## config.mk

```make
export PLATFORM = sky130hd
export DESIGN_NAME = md5_batch_ctrl
export DESIGN_NICKNAME = d
export VERILOG_FILES = /design/src/rtl/md5_batch_ctrl.sv
export SDC_FILE = /design/constraint.sdc
export NUM_CORES = 1
export LEC_CHECK = 0
export ABC_AREA = 0
export BUFFER_PORTS_ARGS = -buffer_cell sky130_fd_sc_hd__buf_2
export CORE_MARGIN = 2
export CORE_UTILIZATION = 49
export CTS_BUF_LIST = sky130_fd_sc_hd__clkbuf_4 sky130_fd_sc_hd__clkbuf_8
export DETAILED_ROUTE_END_ITERATION = 10
export GPL_TIMING_DRIVEN = 0
export PLACE_DENSITY = 0.8
export SYNTH_ARGS = -nofsm -noshare
export SYNTH_HDL_FRONTEND = slang
export SYNTH_SLANG_ARGS = --single-unit
export TNS_END_PERCENT = 100
```

## constraint.sdc

```tcl
create_clock -name clk -period 2.33 [get_ports clk]
set_clock_uncertainty 0.2 [all_clocks]
set_input_delay 0 -clock clk [delete_from_list [all_inputs] [get_ports clk]]
set_output_delay 0 -clock clk [all_outputs]
set_load 0.1 [all_outputs]
```

## src/rtl/md5_batch_ctrl.sv

```systemverilog
// md5_batch_ctrl -- sequences one batch through an MD5 match processor.
// The host starts a batch of N bytes; the block pulses proc_start, streams the
// bytes from a valid/ready source into the processor, waits (bounded) for
// proc_done, optionally reads out the matched string, and reports the result.
// Optional feature macro: MD5_MATCH_READOUT_EN enables the READOUT state and
// the res_* result stream. Without it the result stream is tied off.
module md5_batch_ctrl #(
  parameter int MSG_LEN      = 19,
  parameter int DONE_TIMEOUT = 1024
) (
  input  logic        clk,
  input  logic        reset,
  // host side
  input  logic        batch_start,
  input  logic [15:0] batch_num_bytes,
  output logic        batch_busy,
  output logic        batch_done,
  output logic        batch_match,
  output logic        batch_timeout,
  output logic [15:0] batch_byte_pos,
  // byte source stream
  input  logic [7:0]  src_data,
  input  logic        src_valid,
  output logic        src_ready,
  // matched-string result stream
  output logic [7:0]  res_char,
  output logic        res_valid,
  input  logic        res_ready,
  // processor side
  output logic        proc_start,
  output logic [15:0] proc_num_bytes,
  output logic [7:0]  proc_data,
  output logic        proc_data_valid,
  output logic        proc_match_char_next,
  input  logic        proc_done,
  input  logic        proc_match,
  input  logic [15:0] proc_byte_pos,
  input  logic [7:0]  proc_match_char
);

  typedef enum logic [2:0] {
    ST_IDLE      = 3'd0,
    ST_START     = 3'd1,
    ST_STREAM    = 3'd2,
    ST_WAIT_DONE = 3'd3,
`ifdef MD5_MATCH_READOUT_EN
    ST_READOUT   = 3'd4,
`endif
    ST_FINISH    = 3'd5
  } state_t;

  // Last value of each counter before the state is left.
  localparam logic [15:0] TIMEOUT_LAST = 16'(DONE_TIMEOUT - 1);
  localparam logic [4:0]  LAST_CHAR    = 5'(MSG_LEN - 1);

  state_t      state_q;
  logic [15:0] n_q;          // batch length latched at start
  logic [15:0] sent_q;       // bytes accepted from the source so far
  logic [15:0] wait_cnt_q;   // cycles spent in WAIT_DONE
  logic        busy_q;
  logic        done_q;
  logic        match_q;
  logic        timeout_q;
  logic [15:0] byte_pos_q;
  logic        proc_start_q;
  logic [15:0] proc_num_bytes_q;
  logic [7:0]  proc_data_q;
  logic        proc_data_valid_q;
`ifdef MD5_MATCH_READOUT_EN
  logic [4:0]  char_cnt_q;   // result characters handed over so far
`endif

  // Batch sequencer: state, counters and every registered output.
  always_ff @(posedge clk) begin
    if (reset) begin
      state_q           <= ST_IDLE;
      n_q               <= '0;
      sent_q            <= '0;
      wait_cnt_q        <= '0;
      busy_q            <= 1'b0;
      done_q            <= 1'b0;
      match_q           <= 1'b0;
      timeout_q         <= 1'b0;
      byte_pos_q        <= '0;
      proc_start_q      <= 1'b0;
      proc_num_bytes_q  <= '0;
      proc_data_q       <= '0;
      proc_data_valid_q <= 1'b0;
`ifdef MD5_MATCH_READOUT_EN
      char_cnt_q        <= '0;
`endif
    end else begin
      // NOTE: non-blocking assignments throughout, so every branch sees the
      // pre-edge value of each register regardless of statement order.
      proc_start_q      <= 1'b0;
      proc_data_valid_q <= 1'b0;
      done_q            <= 1'b0;
      unique case (state_q)
        ST_IDLE: begin
          if (batch_start) begin
            n_q              <= batch_num_bytes;
            proc_num_bytes_q <= batch_num_bytes;
            proc_start_q     <= 1'b1;
            sent_q           <= '0;
            wait_cnt_q       <= '0;
            match_q          <= 1'b0;
            timeout_q        <= 1'b0;
            byte_pos_q       <= '0;
            busy_q           <= 1'b1;
`ifdef MD5_MATCH_READOUT_EN
            char_cnt_q       <= '0;
`endif
            state_q          <= ST_START;
          end
        end
        ST_START: begin
          state_q <= (n_q != 16'd0) ? ST_STREAM : ST_WAIT_DONE;
        end
        ST_STREAM: begin
          // src_ready is high throughout this state, so valid alone is a handshake.
          if (src_valid) begin
            proc_data_q       <= src_data;
            proc_data_valid_q <= 1'b1;
            sent_q            <= sent_q + 16'd1;
            if (sent_q + 16'd1 == n_q) state_q <= ST_WAIT_DONE;
          end
        end
        ST_WAIT_DONE: begin
          // proc_done is not trusted on the entry cycle; it wins over expiry.
          if (wait_cnt_q != 16'd0 && proc_done) begin
            match_q    <= proc_match;
            byte_pos_q <= proc_byte_pos;
`ifdef MD5_MATCH_READOUT_EN
            if (proc_match) begin
              state_q <= ST_READOUT;
            end else begin
              state_q <= ST_FINISH;
              done_q  <= 1'b1;
            end
`else
            state_q    <= ST_FINISH;
            done_q     <= 1'b1;
`endif
          end else if (wait_cnt_q == TIMEOUT_LAST) begin
            timeout_q <= 1'b1;
            match_q   <= 1'b0;
            state_q   <= ST_FINISH;
            done_q    <= 1'b1;
          end else begin
            wait_cnt_q <= wait_cnt_q + 16'd1;
          end
        end
`ifdef MD5_MATCH_READOUT_EN
        ST_READOUT: begin
          if (res_ready) begin
            char_cnt_q <= char_cnt_q + 5'd1;
            if (char_cnt_q == LAST_CHAR) begin
              state_q <= ST_FINISH;
              done_q  <= 1'b1;
            end
          end
        end
`endif
        ST_FINISH: begin
          busy_q  <= 1'b0;
          state_q <= ST_IDLE;
        end
        default: state_q <= ST_IDLE;
      endcase
    end
  end

  // Handshake outputs are decoded from state and forced low while in reset,
  // because reset has not yet moved the state register on its first cycle.
  assign src_ready = !reset && (state_q == ST_STREAM);

`ifdef MD5_MATCH_READOUT_EN
  assign res_valid            = !reset && (state_q == ST_READOUT);
  assign res_char             = res_valid ? proc_match_char : 8'h00;
  assign proc_match_char_next = res_valid && res_ready;
`else
  assign res_valid            = 1'b0;
  assign res_char             = 8'h00;
  assign proc_match_char_next = 1'b0;
  // The result stream inputs have no consumer in this build.
  logic unused_readout;
  assign unused_readout = &{1'b0, res_ready, proc_match_char, LAST_CHAR};
`endif

  assign batch_busy      = busy_q;
  assign batch_done      = done_q;
  assign batch_match     = match_q;
  assign batch_timeout   = timeout_q;
  assign batch_byte_pos  = byte_pos_q;
  assign proc_start      = proc_start_q;
  assign proc_num_bytes  = proc_num_bytes_q;
  assign proc_data       = proc_data_q;
  assign proc_data_valid = proc_data_valid_q;

endmodule

```

==> flow_summary.ini <==
[run_status]
status = complete, but fails checks
violations = setup timing

[sta]
holdWs_ps = 33.9
rsz0062_at_grt = true
worst_pin_slew_ps = 642
fin_tns_setup_ps = -241
fmax_mhz = 414
setup_viol = 6
slew_headroom_pct = 57.2
final_max_slew_viol_count = 0
min_period_ps = 2420
fin_crit_sh_pct = 104
setup_ws_ps = -87.6
hold_viol_final = 0

[route]
drt_first_iter_violations = 304
avgViaCountPerCell = 5.65
route.detailed.drc = 0
wirelength_um = 12700
wire_per_inst_um = 16.1
drtAntennaViolNets = 0
vias = 4438
dr.pass1.iters = 5

[power]
switching_power_mw = 1.28
combPwrFrac_pct = 25.7
p_total_mw = 3.70
intPower_mw = 2.42
p_leak_nw = 2.21
p_sw_share_pct = 34.6
p_seq_share_pct = 40.1
powerDensity_nw_per_um2 = 658
irDropWorstVdd_mv = 0.564
pwr-share-clk_pct = 34.2

[cts]
clk_latency_ps = 360
numCtsBuffers = 9
clock_path_buffers = 2
clkTransAtPathRegs_ps = 80
cts.sinks = 81
cts_htree_levels = 3
cts_tree = built
root_buffer = clkbuf_8

[synthesis]
netlist_area_um2 = 4010
yosys_warnings = 0
ys_ff_latch = 81
synthFlopType = dfxtp_1
syn-instance-count = 516
asyncSetResetFlopFracSynth_pct = 0
yosysSeqAreaShare_pct = 40.4
syn_avg_cell_area_um2 = 7.77
synth.distinct_cells = 51
synth-edff-count = 0

[place]
pre_cts_slack_ps = -369
hpwl_um = 8080
numPortBuffers = 91
gp_congestion = 0.977

[grt]
grt_max_degree = 15
grt_usage_pct = 28.0
antenna_found_initial = 0
grt_overflow = 0
grt_pass1_vias = 4102
grt_pass1_wl_um = 20000

[critical_path]
cp_data_required_time_ps = 2400
cp-endpoint = wait_cnt_q[9]$_SDFFE_PP0P_
crit_type = register to register
r2r_start = state_q[0]$_SDFFE_PP0P_
rr_worst_depth = 8
reg2reg_slack_ps = -90
cp_max_fo = 10
cp-start-kind = register
critPathLaunch = state_q[0]$_SDFFE_PP0P_
crit_arrival_ps = 2490
reg2reg_to = wait_cnt_q[9]$_SDFFE_PP0P_
end_kind = register

[layout]
num_antenna_cells = 0
fill_cells = 606
final_common_cell = buf_2
area_growth_pct = 40.3
mostFrequentLayoutCells = buf_2, nand2_1, dfxtp_1
multiInputGateArea_um2 = 2380
seq_area_um2 = 1640
nets = 736
layout-drive-gt1-share_pct = 27.4

[die]
die_area_um2 = 8920
ios = 112
fp.dieH_um = 94.5
initial_utilization_pct = 51.1
coreArea_um2 = 7850
die_x_um = 94.5
std_cell_rows = 32

[run]
cap_violations = 0

[min_path]
hold_path.class = input pin to register
-- synth_stat cells (all sizes together), types with 9 or more instances --
| cell | instances | area share [%] |
|---|---|---|
| xnor2 | 18 | 3.9 |
| dfxtp | 81 | 40 |
| nor3 | 15 | 1.9 |
| buf | 16 | 2.9 |
| o211ai | 18 | 3.4 |
| o31ai | 10 | 2.0 |
| nor2 | 40 | 3.8 |
| o21ai | 17 | 2.1 |
| nand3 | 35 | 4.4 |
| or4 | 9 | 1.7 |
| a21oi | 69 | 8.6 |
| clkbuf | 30 | 2.8 |
| or3 | 9 | 1.5 |
| nand2 | 75 | 7.0 |
-- critical path, stage by stage (launching register included) --
cell and delay, ps:
dfxtp_1 310, buf_2 250, nand2_1 160, nor2_4 280
o31ai_4 150, o21a_4 260, buf_6 130, or4_1 460
a21oi_1 140
-- per-stage QoR --
step                util [%]  cells  instance area, um2
finish                  71.7    785                5630
global placement        59.2    718                4640
global route            71.7    785                5630
floorplan                  -    525                4060
CTS                     70.0    784                5490
detailed placement      59.2    718                4640
-- worst min path at each step --
stage / depth (start not counted) / from / end / slack, ps
after floorplan: 2 / src_data[0] / proc_data[0]$_SDFFE_PP0P_ / -60
after global placement: 3 / batch_num_bytes[0] / proc_num_bytes[0]$_SDFFE_PP0P_ / 40
after detailed placement: 3 / batch_num_bytes[14] / proc_num_bytes[14]$_SDFFE_PP0P_ / 50
after CTS: 3 / reset / wait_cnt_q[7]$_SDFFE_PP0P_ / 30
after global routing: 3 / reset / wait_cnt_q[7]$_SDFFE_PP0P_ / 90
final: 3 / reset / wait_cnt_q[7]$_SDFFE_PP0P_ / 30
-- cell families (layout without fill, tap and decap cells) --
family	count (synthesis)	in the layout	synth area share, %
and+or+nand+nor	215	215	25.8
AOI/OAI and AO/OA	135	135	20.3
DFF	81	81	40.4
buffers and inverters	53	211	6.33
xor gates and xnor gates	26	26	5.68
adders and majority gates	3	3	0.936
muxes	2	2	0.499
other	1	10	0.0935
-- flip-flops by register name, summed over array words and instances, names as in the netlist, 3 cells and up --
register,cells
batch_byte_pos,16
sent_q,16
state_q,3
proc_data,8
proc_num_bytes,16
wait_cnt_q,16
-- cell type report --
type | count | area share (%)
multi-input cells | 391 | 42.3
flip-flops and latches | 81 | 29.1
repair buffers | 149 | 17.9
plain buffers | 39 | 3.71
clock buffers | 10 | 2.33
well taps | 102 | 2.27
clock inverters | 6 | 2.02
inverters | 7 | 0.467
-- layer usage --
metal  share of wire (%)  vias up  track usage, %
met3                 7.1       30            4.87
met1                  42     2038            37.2
met4                 2.5        0            10.1
met5                   0        -               0
li1                    -     2152               -
met2                  48      218            46.0
-- repair_timing --
action	in CTS	in global routing
endpoints found under the hold margin	47	0
pin swaps	12	10
setup buffers	10	3
endpoints found under the setup margin	65	60
gates cloned	1	0
gates resized for setup	25	48
hold buffers	44	0
-- power by group through the flow --
| stage | Sequential, mW | Combinational (mW) | Clock, mW |
|---|---|---|---|
| finish | 1.48 | 0.952 | 1.27 |
| CTS | 1.48 | 0.911 | 1.26 |
| global placement | 1.51 | 0.824 | 0 |
| global route | 1.49 | 1.01 | 1.32 |
| floorplan | 1.77 | 0.385 | 0 |
| detailed placement | 1.51 | 0.831 | 0 |
Note: power is estimated with default switching activity, not from simulation.
